--- config.mk ---
export PLATFORM = sky130hd
export DESIGN_NAME = adaptive_clock_recovery_flat
export DESIGN_NICKNAME = d
export VERILOG_FILES = /design/src/rtl/adaptive_clock_recovery_if.sv /design/src/rtl/adaptive_clock_recovery.sv /design/src/flat_wrapper.sv
export SDC_FILE = /design/constraint.sdc
export NUM_CORES = 1
export LEC_CHECK = 0
export ABC_AREA = 1
export BUFFER_PORTS_ARGS = -buffer_cell sky130_fd_sc_hd__buf_4
export CELL_PAD_IN_SITES_DETAIL_PLACEMENT = 0
export CELL_PAD_IN_SITES_GLOBAL_PLACEMENT = 1
export CORE_UTILIZATION = 42
export CTS_CLUSTER_SIZE = 14
export DETAILED_ROUTE_END_ITERATION = 8
export HOLD_SLACK_MARGIN = 0.15
export PLACE_DENSITY_LB_ADDON = 0.2
export SYNTH_ARGS = -nofsm -noshare
export SYNTH_HDL_FRONTEND = slang
export SYNTH_SLANG_ARGS = --single-unit
export TNS_END_PERCENT = 5
--- constraint.sdc ---
create_clock -name clock -period 2.66 [get_ports clock]
set_input_delay 0.532 -clock clock [delete_from_list [all_inputs] [get_ports clock]]
set_output_delay 0.532 -clock clock [all_outputs]
set_load 0.02 [all_outputs]
--- src/rtl/adaptive_clock_recovery_if.sv ---
// Bundle of the edge-strobe inputs and recovered-clock outputs of
// adaptive_clock_recovery. The master side is the upstream edge detector
// and downstream decoder; the slave side is the recovery block itself.
interface adaptive_clock_recovery_if #(
    parameter int CNT_WIDTH = 8
);
    logic                 pos_edge;
    logic                 neg_edge;
    logic                 manchester_clock;
    logic                 toggle_strobe;
    logic [CNT_WIDTH-1:0] period_out;
    logic                 locked;
    logic                 edge_error;

    modport master (
        output pos_edge,
        output neg_edge,
        input  manchester_clock,
        input  toggle_strobe,
        input  period_out,
        input  locked,
        input  edge_error
    );

    modport slave (
        input  pos_edge,
        input  neg_edge,
        output manchester_clock,
        output toggle_strobe,
        output period_out,
        output locked,
        output edge_error
    );
endinterface

--- src/rtl/adaptive_clock_recovery.sv ---
// Adaptive Manchester clock recovery.
// Regenerates the half-bit clock from line edge strobes, rejects glitch
// edges, coasts through missing edges with a timeout, and tracks lock.
// Optional macro ADAPTIVE_PERIOD_EN: when defined, in-window edges nudge the
// period estimate one cycle toward the measured interval; when undefined the
// period stays at INIT_PERIOD.
module adaptive_clock_recovery #(
    parameter int CNT_WIDTH   = 8,
    parameter int INIT_PERIOD = 10,
    parameter int MIN_PERIOD  = 3,
    parameter int TOL         = 2,
    parameter int LOCK_COUNT  = 4,
    parameter int MAX_COAST   = 2
) (
    input  logic                        clock,
    input  logic                        reset,
    adaptive_clock_recovery_if.slave    bus
);

    localparam int RUN_W   = $clog2(LOCK_COUNT + 1);
    localparam int COAST_W = $clog2(MAX_COAST + 1);

    localparam logic [CNT_WIDTH-1:0] INIT_P = CNT_WIDTH'(INIT_PERIOD);
    localparam logic [CNT_WIDTH-1:0] MIN_P  = CNT_WIDTH'(MIN_PERIOD);
    localparam logic [CNT_WIDTH-1:0] TOL_C  = CNT_WIDTH'(TOL);
    // Upper clamp keeps period + TOL representable so the counter never wraps.
    localparam logic [CNT_WIDTH-1:0] MAX_P  = CNT_WIDTH'((2 ** CNT_WIDTH) - 1 - TOL);

    localparam logic [RUN_W-1:0]   LOCK_C  = RUN_W'(LOCK_COUNT);
    localparam logic [COAST_W-1:0] COAST_C = COAST_W'(MAX_COAST);

    localparam logic signed [CNT_WIDTH+1:0] STEP_UP = (CNT_WIDTH + 2)'(1);
    localparam logic signed [CNT_WIDTH+1:0] STEP_DN = (CNT_WIDTH + 2)'(-1);

    // What happens in the current cycle, in priority order.
    typedef enum logic [1:0] {
        EV_IDLE,
        EV_GLITCH,
        EV_ACCEPT,
        EV_TIMEOUT
    } event_t;

    event_t ev;

    logic [CNT_WIDTH-1:0] counter,  counter_nxt;
    logic [CNT_WIDTH-1:0] period,   period_nxt;
    logic                 mclk,     mclk_nxt;
    logic                 strobe,   strobe_nxt;
    logic                 locked,   locked_nxt;
    logic                 err,      err_nxt;
    logic [RUN_W-1:0]     lock_run, lock_run_nxt;
    logic [COAST_W-1:0]   coast_run, coast_run_nxt;
    logic                 ref_valid, ref_valid_nxt;

    logic                        edge_seen;
    logic signed [CNT_WIDTH:0]   diff;
    logic signed [CNT_WIDTH:0]   mag;
    logic                        in_window;
    logic signed [CNT_WIDTH+1:0] step;

    // Saturating increment of the in-window run length.
    function automatic logic [RUN_W-1:0] sat_run(input logic [RUN_W-1:0] v);
        return (v >= LOCK_C) ? LOCK_C : v + 1'b1;
    endfunction

    // Saturating increment of the consecutive-timeout count.
    function automatic logic [COAST_W-1:0] sat_coast(input logic [COAST_W-1:0] v);
        return (v >= COAST_C) ? COAST_C : v + 1'b1;
    endfunction

    // Clamp a candidate period into [MIN_P, MAX_P].
    function automatic logic [CNT_WIDTH-1:0] clamp_period(input logic signed [CNT_WIDTH+1:0] p);
        if (p < $signed({2'b00, MIN_P})) begin
            return MIN_P;
        end else if (p > $signed({2'b00, MAX_P})) begin
            return MAX_P;
        end else begin
            return p[CNT_WIDTH-1:0];
        end
    endfunction

    // Classify the cycle and measure the interval against the period.
    always_comb begin
        edge_seen = bus.pos_edge | bus.neg_edge;
        diff      = $signed({1'b0, counter}) - $signed({1'b0, period});
        mag       = diff[CNT_WIDTH] ? -diff : diff;
        in_window = ref_valid && (mag <= $signed({1'b0, TOL_C}));

        if (edge_seen && (counter < MIN_P)) begin
            ev = EV_GLITCH;
        end else if (edge_seen) begin
            ev = EV_ACCEPT;
        end else if (counter == (period + TOL_C)) begin
            ev = EV_TIMEOUT;
        end else begin
            ev = EV_IDLE;
        end
    end

    // Next-state values for the tracking state and registered outputs.
    always_comb begin
        counter_nxt   = counter + 1'b1;
        mclk_nxt      = mclk;
        strobe_nxt    = 1'b0;
        err_nxt       = 1'b0;
        locked_nxt    = locked;
        lock_run_nxt  = lock_run;
        coast_run_nxt = coast_run;
        ref_valid_nxt = ref_valid;
        step          = '0;

        case (ev)
            EV_GLITCH: begin
                err_nxt      = 1'b1;
                lock_run_nxt = '0;
                locked_nxt   = 1'b0;
            end
            EV_ACCEPT: begin
                mclk_nxt      = ~mclk;
                strobe_nxt    = 1'b1;
                counter_nxt   = '0;
                coast_run_nxt = '0;
                ref_valid_nxt = 1'b1;
                if (in_window) begin
                    lock_run_nxt = sat_run(lock_run);
                    locked_nxt   = (lock_run_nxt == LOCK_C);
`ifdef ADAPTIVE_PERIOD_EN
                    if (diff[CNT_WIDTH]) begin
                        step = STEP_DN;
                    end else if (diff != '0) begin
                        step = STEP_UP;
                    end
`endif
                end else begin
                    lock_run_nxt = '0;
                    locked_nxt   = 1'b0;
                end
            end
            EV_TIMEOUT: begin
                mclk_nxt      = ~mclk;
                strobe_nxt    = 1'b1;
                counter_nxt   = '0;
                ref_valid_nxt = 1'b0;
                coast_run_nxt = sat_coast(coast_run);
                if (coast_run_nxt == COAST_C) begin
                    locked_nxt   = 1'b0;
                    lock_run_nxt = '0;
                end
            end
            default: ;
        endcase

        period_nxt = clamp_period($signed({2'b00, period}) + step);
    end

    // State register with synchronous reset taking priority over every event.
    always_ff @(posedge clock) begin
        if (reset) begin
            counter   <= '0;
            period    <= INIT_P;
            mclk      <= 1'b0;
            strobe    <= 1'b0;
            locked    <= 1'b0;
            err       <= 1'b0;
            lock_run  <= '0;
            coast_run <= '0;
            ref_valid <= 1'b0;
        end else begin
            counter   <= counter_nxt;
            period    <= period_nxt;
            mclk      <= mclk_nxt;
            strobe    <= strobe_nxt;
            locked    <= locked_nxt;
            err       <= err_nxt;
            lock_run  <= lock_run_nxt;
            coast_run <= coast_run_nxt;
            ref_valid <= ref_valid_nxt;
        end
    end

    assign bus.manchester_clock = mclk;
    assign bus.toggle_strobe    = strobe;
    assign bus.period_out       = period;
    assign bus.locked           = locked;
    assign bus.edge_error       = err;

endmodule
--- src/flat_wrapper.sv ---
// flat-port wrapper written by rule: the top's interface ports become plain ports
module adaptive_clock_recovery_flat 
#(
    parameter int CNT_WIDTH   = 8,
    parameter int INIT_PERIOD = 10,
    parameter int MIN_PERIOD  = 3,
    parameter int TOL         = 2,
    parameter int LOCK_COUNT  = 4,
    parameter int MAX_COAST   = 2
)
  (clock, reset, bus_pos_edge, bus_neg_edge, bus_manchester_clock, bus_toggle_strobe, bus_period_out, bus_locked, bus_edge_error);
  adaptive_clock_recovery_if #(.CNT_WIDTH(CNT_WIDTH)) bus_i ();
  input  logic clock;
  input  logic reset;
  input wire logic [$bits(bus_i.pos_edge)-1:0] bus_pos_edge;
  input wire logic [$bits(bus_i.neg_edge)-1:0] bus_neg_edge;
  output wire logic [$bits(bus_i.manchester_clock)-1:0] bus_manchester_clock;
  output wire logic [$bits(bus_i.toggle_strobe)-1:0] bus_toggle_strobe;
  output wire logic [$bits(bus_i.period_out)-1:0] bus_period_out;
  output wire logic [$bits(bus_i.locked)-1:0] bus_locked;
  output wire logic [$bits(bus_i.edge_error)-1:0] bus_edge_error;
  assign bus_i.pos_edge = bus_pos_edge;
  assign bus_i.neg_edge = bus_neg_edge;
  assign bus_manchester_clock = bus_i.manchester_clock;
  assign bus_toggle_strobe = bus_i.toggle_strobe;
  assign bus_period_out = bus_i.period_out;
  assign bus_locked = bus_i.locked;
  assign bus_edge_error = bus_i.edge_error;
  adaptive_clock_recovery #(.CNT_WIDTH(CNT_WIDTH), .INIT_PERIOD(INIT_PERIOD), .MIN_PERIOD(MIN_PERIOD), .TOL(TOL), .LOCK_COUNT(LOCK_COUNT), .MAX_COAST(MAX_COAST)) u_core (.clock(clock), .reset(reset), .bus(bus_i));
endmodule
==> metrics.txt, run 1 <==
hold_buf cts 0; total track usage 0.171; sequential element share of the synthesized area 0.259; num ports 16; latest clock arrival within the worst-skew pair between 0.2 and 0.3 ns; GR Overflow Total 0; Crit path largest cell delay 0.41 ns; power density over the cells 468 mW/mm²; largest net degree at the start of global routing 14; Diodes inserted 0; initial antenna violation count 0; PortBufs 15; Max Root-Sink Buffers 2; Final setup viols 0; Post-Syn Area around 0.0017 mm²; Cell variety after synth 33; vias in the first global route 1,348; Slew Limit Fails 0; die height 65.7 µm; max cap viols 0; crit-path cells inv_1, ha_1, inv_1, fa_1, inv_1, ha_1, inv_1, nor2_2, nand2_2, nor2_1, nand2_1, a21oi_2, nand2_2, nor2_4, nand4_1, a21oi_1; clk sinks 22; post-synthesis area per instance 6.67 µm²; clk_skew 0.00555 ns; layout cells sized above 1 0.174; nets 289; drt total wl 3.37 mm; Setup TNS Final 0 ns; CP max stage cell fa_1; Leakage 0.991 nW; Final Hold Fails 0; Die Wd roughly 66 µm; DRT iter0 DRCs 48; Setup CP Type register to register; fmax between 400 and 500 MHz; Site Rows 22; Worst-path clk slew 0.08 ns; Tmin final between 2 and 2.5 ns; RSZ-0062 raised after global routing false; Initial Util 0.451; Max H-tree Level 1; period utilization 0.887; drt first pass iters 4; Setup crit end kind register; post-CTS sizing 0; Critical Path Start Type register; area of the multi-input gates between 0.001 and 0.0015 mm²; CP Max Fanout 4; drt via density 4.72; Vias about 1,500; fillers ~390; Slew @ Worst Pin between 0.2 and 0.3 ns; Layout area overhead 12.4%; synthesized flop and latch total 22; syn nets 273; DRT antenna net count 0; TritonCTS buffer count 3; die area 0.00431 mm²; status completed; Worst Path Arrival 2.56 ns; crit-path most repeated cell inv_1; Power, Total roughly 0.89 mW; Critical Path RT 2.86 ns; core area 0.00377 mm²; YS warnings 0; hold crit path type register to register; routability cong. 0.772; first-pass GRT wire length 5.71 mm; DP HPWL 2.75 mm; Slew HR 0.803; maximum vdd ir drop 0.287 mV; per-cell routed wire length 10.6 µm; DRC 0; Post-CTS Setup Bufs 0; Reg area 440 µm²; root buffer cell clkbuf_8; Post-Syn Instances 255; CTS tree done
[critical path: cells and delay by family, from the launching register on]
family | cells | cell delay (ns)
AO/OA/AOI/OAI | 2 | 0.26
adder cells (fa/ha/maj) | 3 | 0.72
buffers and inverters | 4 | 0.30
flip-flops | 1 | 0.39
AND/OR/NAND/NOR | 7 | 0.62
[metrics by stage]
step,cell area [µm²],util,instances,hold WS (ns),setup WS [ns]
after floorplan,1700,-,255,0.430,0.409
after global placement,1840,0.488,314,0.443,0.339
after detailed placement,1840,0.488,314,0.446,0.292
after CTS,1910,0.507,318,0.463,0.278
after global routing,1910,0.507,318,0.477,0.0632
final,1910,0.507,318,0.458,0.300
[power breakdown]
| group | internal, mW | switching, mW | total, mW |
|---|---|---|---|
| logic | 0.0822 | 0.140 | 0.223 |
| clock network | 0.201 | 0.107 | 0.309 |
| registers | 0.347 | 0.0159 | 0.363 |
| total | 0.630 | 0.264 | 0.894 |
[flip-flops by register name, indices dropped and copies added, names as in the netlist]
| name | cells |
|---|---|
| u_core.bus.period_out | 4 |
| u_core.bus.locked | 1 |
| u_core.bus.toggle_strobe | 1 |
| u_core.lock_run | 3 |
| u_core.ref_valid | 1 |
| u_core.bus.manchester_clock | 1 |
| u_core.coast_run | 2 |
| u_core.counter | 8 |
| u_core.bus.edge_error | 1 |
[cell families (layout without fill, tap and decap cells)]
| group | Yosys count | count (layout) | synth area share |
|---|---|---|---|
| compound gates | 23 | 23 | 0.0824 |
| xor+xnor | 8 | 8 | 0.0412 |
| fa+ha+maj | 14 | 14 | 0.107 |
| buf+inv | 43 | 58 | 0.108 |
| flops | 22 | 22 | 0.259 |
| simple gates | 145 | 145 | 0.402 |
[final cells by class]
class                      count  share of cell area
clock inverter                 1              0.0157
timing repair buffer          16              0.0628
sequential                    22               0.230
multi-input combinational    190               0.563
inverter                      38              0.0746
tap                           48              0.0314
clock buffer                   3              0.0216
[routing by layer]
layer | vias up | GRT usage | part of all wire
li1 | 844 | - | -
met1 | 641 | 0.232 | 0.53
met2 | 13 | 0.277 | 0.45
met3 | 4 | 0.0208 | 0.017
met4 | 0 | 0.0571 | 0.012
met5 | - | 0 | 0
[cells in the final DEF, fill, tap and decap left out]
| cell type | n |
|---|---|
| nand3_1 | 20 |
| xor2_1 | 7 |
| ha_1 | 13 |
| dfxtp_1 | 22 |
| o31ai_1 | 1 |
| xnor2_1 | 1 |
| inv_1 | 35 |
| nor2_1 | 29 |
| nor2_2 | 2 |
| a211oi_1 | 1 |
| a21oi_2 | 2 |
| nor3b_1 | 2 |
| nor2_4 | 3 |
| nand4_1 | 6 |
| o21ai_2 | 1 |
| or2_1 | 1 |
| o21ai_0 | 1 |
| nand2_1 | 62 |
| a21oi_1 | 13 |
| or2_2 | 1 |
| nand2_2 | 11 |
| bufinv_16 | 1 |
| or2_4 | 1 |
| nand3_2 | 3 |
| clkbuf_8 | 3 |
| nand3b_1 | 1 |
| fa_1 | 1 |
| o21a_1 | 1 |
| o211ai_1 | 2 |
| nor3_1 | 2 |
| buf_4 | 16 |
| inv_2 | 3 |
| nor4_1 | 1 |
| a31oi_1 | 1 |
[synthesized netlist by cell type]
cell type	instances	share of area
nand3_2	3	0.018
nand2_1	62	0.14
nand4_1	6	0.022
fa_1	1	0.012
nand2_2	11	0.040
dfxtp_1	22	0.26
nand3_1	20	0.059
o21a_1	1	0.0044
nor4_1	1	0.0037
buf_4	4	0.018
a21oi_2	2	0.010
nor2_4	3	0.020
or2_2	1	0.0037
o31ai_1	1	0.0044
ha_1	13	0.096
o21ai_2	1	0.0051
a21oi_1	13	0.038
a31oi_1	1	0.0037
nor2_2	2	0.0074
nor2_1	29	0.064
o21ai_0	1	0.0029
xor2_1	7	0.036
buf_6	1	0.0066
inv_1	35	0.077
or2_1	1	0.0037
o211ai_1	2	0.0088
or2_4	1	0.0051
nor3_1	2	0.0059
inv_2	3	0.0066
nand3b_1	1	0.0044
a211oi_1	1	0.0044
xnor2_1	1	0.0051
nor3b_1	2	0.0088
[worst paths after layout]
| kind | endpoint | slack, ns | cells after the start | from |
|---|---|---|---|---|
| min | u_core.bus.manchester_clock | 0.46 | 1 | u_core.bus.manchester_clock |
| max | u_core.bus.locked | 0.30 | 16 | u_core.counter[0] |
| max reg2reg | u_core.bus.locked | 0.30 | 16 | u_core.counter[0] |
| min reg2reg | u_core.bus.manchester_clock | 0.46 | 1 | u_core.bus.manchester_clock |
Power figures use the tool's default switching activity.
==> run 2, diff against run 1 <==
- CORE_UTILIZATION: 42 -> 44
- CTS_BUF_LIST: not set -> sky130_fd_sc_hd__clkbuf_2
==> run 2 against run 1 <==
Compared with the run above:
- combinational power about the same
- worst setup slack better by 0.010 ns
- cell count unchanged
- core utilization up 0.46 points
- global-route usage up 2.5 points
- non-clock buffer count unchanged
- power down 8.3%
- clock power down 24%
- via count up 2.5%
- flip-flop and latch count unchanged
- fmax up 0.43%
==> metrics.txt, run 2 (synthesis results as in run 1) <==
Cell Int Power 0.560 mW (was 0.630 mW); maximum vdd ir drop 0.363 mV (was 0.287 mV); first-pass GRT wire length 6.40 mm (was 5.71 mm); hold_buf cts 0 (unchanged); Power, Total 0.820 mW (was 0.894 mW); Layout area overhead 10.9% (was 12.4%); Util after Layout 0.512 (was 0.507); Worst Path Arrival 2.64 ns (was 2.56 ns); switching part of the total 0.317 (was 0.295); vias in the first global route 1,435 (was 1,348); dpl ws 0.287 ns (was 0.292 ns); Initial Util 0.461 (was 0.451); post-CTS sizing 0 (unchanged); fmax 426 MHz (was 424 MHz); Setup CP Type register to register (unchanged); initial antenna violation count 0 (unchanged); Tmin final 2.35 ns (was 2.36 ns); root buffer cell clkbuf_2 (was clkbuf_8); die height 64.2 µm (was 65.7 µm); Slew HR 0.760 (was 0.803); Max H-tree Level 1 (unchanged); nets 289 (unchanged); setup ws final 0.311 ns (was 0.300 ns); Post-Place Cells 314 (unchanged); placement-stage cell area 0.00184 mm² (unchanged); Largest register FFs 8 (unchanged); share of power burned in the clock network 0.286 (was 0.345); fillers 404 (was 386); total track usage 0.196 (was 0.171); power density over the cells 435 mW/mm² (was 468 mW/mm²); Site Rows 22 (unchanged); most frequent cells in the layout nand2_1 (62), inv_1 (35), nor2_1 (29) (unchanged); Critical Path RT 2.95 ns (was 2.86 ns); RSZ-0062 raised after global routing false (unchanged); die area 0.00412 mm² (was 0.00431 mm²); num ports 16 (unchanged); CP max stage cell fa_1 (unchanged); Leakage 0.982 nW (was 0.991 nW); DRT iter0 DRCs 56 (was 48); Diodes inserted 0 (unchanged); Slew Limit Fails 0 (unchanged); Final setup viols 0 (unchanged); TritonCTS buffer count 3 (unchanged); register share of total power 0.445 (was 0.406); WP buf/inv 4 (unchanged); CP Max Fanout 4 (unchanged); Final Hold Fails 0 (unchanged); Post-CTS Setup Bufs 0 (unchanged); drt first pass iters 5 (was 4); Setup TNS Final 0 ns (unchanged); leading cell type in the layout, fill and taps excluded nand2_1 (unchanged); Vias 1,539 (was 1,502); per-cell routed wire length 10.7 µm (was 10.6 µm); Final Non-Filler Cells 318 (unchanged); DRC 0 (unchanged); DRT antenna net count 0 (unchanged); layout cells sized above 1 0.178 (was 0.174); Psw 0.260 mW (was 0.264 mW); DP HPWL 2.80 mm (was 2.75 mm); GR Overflow Total 0 (unchanged); latest clock arrival within the worst-skew pair 0.33 ns (was 0.26 ns); design area 0.00189 mm² (was 0.00191 mm²); Max Root-Sink Buffers 2 (unchanged); status completed (unchanged); drt total wl 3.40 mm (was 3.37 mm); period utilization 0.883 (was 0.887); Crit path largest cell delay 0.41 ns (about the same); Top delay family on crit path adder cells (unchanged); Most flops, register u_core.counter (unchanged); drt via density 4.84 (was 4.72); Logic pwr share 0.270 (was 0.249); core area 0.00369 mm² (was 0.00377 mm²); Slew @ Worst Pin 0.357 ns (was 0.293 ns); crit-path most repeated cell inv_1 (unchanged); Die Wd 64.2 µm (was 65.7 µm); clk_skew 0.0165 ns (was 0.00555 ns); crit-path cells inv_1, ha_1, inv_1, fa_1, inv_1, ha_1, inv_1, nor2_2, nand2_2, nor2_1, nand2_1, a21oi_2, nand2_2, nor2_4, nand4_1, a21oi_1 (unchanged); Reg area 442 µm² (was 440 µm²); largest net degree at the start of global routing 14 (unchanged); Setup crit end kind register (unchanged); max cap viols 0 (unchanged); CTS tree done (unchanged); routability cong. 0.783 (was 0.772); Worst-path clk slew 0.22 ns (was 0.08 ns); PortBufs 15 (unchanged); Critical Path Start Type register (unchanged); hold crit path type primary input to register (was register to register); area of the multi-input gates 0.00108 mm² (unchanged); clk sinks 22 (unchanged); hold_ws 0.423 ns (was 0.458 ns)
-- run 2: cell counts in the layout (fill, tap and decap cells not counted) --
No cell type changed its count.
-- run 2: final timing paths --
kind,start,end,slack [ns],cells past startpoint
setup reg to reg,u_core.counter[0],u_core.bus.locked,0.31,16
hold reg to reg,u_core.counter[0],u_core.counter[0],0.45,1
hold / removal,reset,u_core.ref_valid,0.42,2
setup / recovery,u_core.counter[0],u_core.bus.locked,0.31,16
-- run 2: power groups by stage --
stage	combinational, mW	clock [mW]	sequential [mW]
global route	0.257	0.255	0.367
CTS	0.223	0.245	0.365
global placement	0.223	0	0.370
floorplan	0.164	0	0.378
finish	0.221	0.234	0.365
detailed placement	0.223	0	0.371
-- run 2: area by class of cell --
class,instances,area share
multi-input cells,190,0.571
flip-flops and latches,22,0.234
inverters,38,0.0756
repair buffers,16,0.0637
well taps,48,0.0318
clock inverters,1,0.0159
clock buffers,3,0.00796
-- run 2: metal layers --
layer / track usage / vias up / part of all wire
met2: 0.332 / 10 / 0.46
met5: 0 / - / 0
li1: - / 849 / -
met4: 0.0528 / 0 / 0.012
met1: 0.259 / 676 / 0.51
met3: 0.0268 / 4 / 0.015
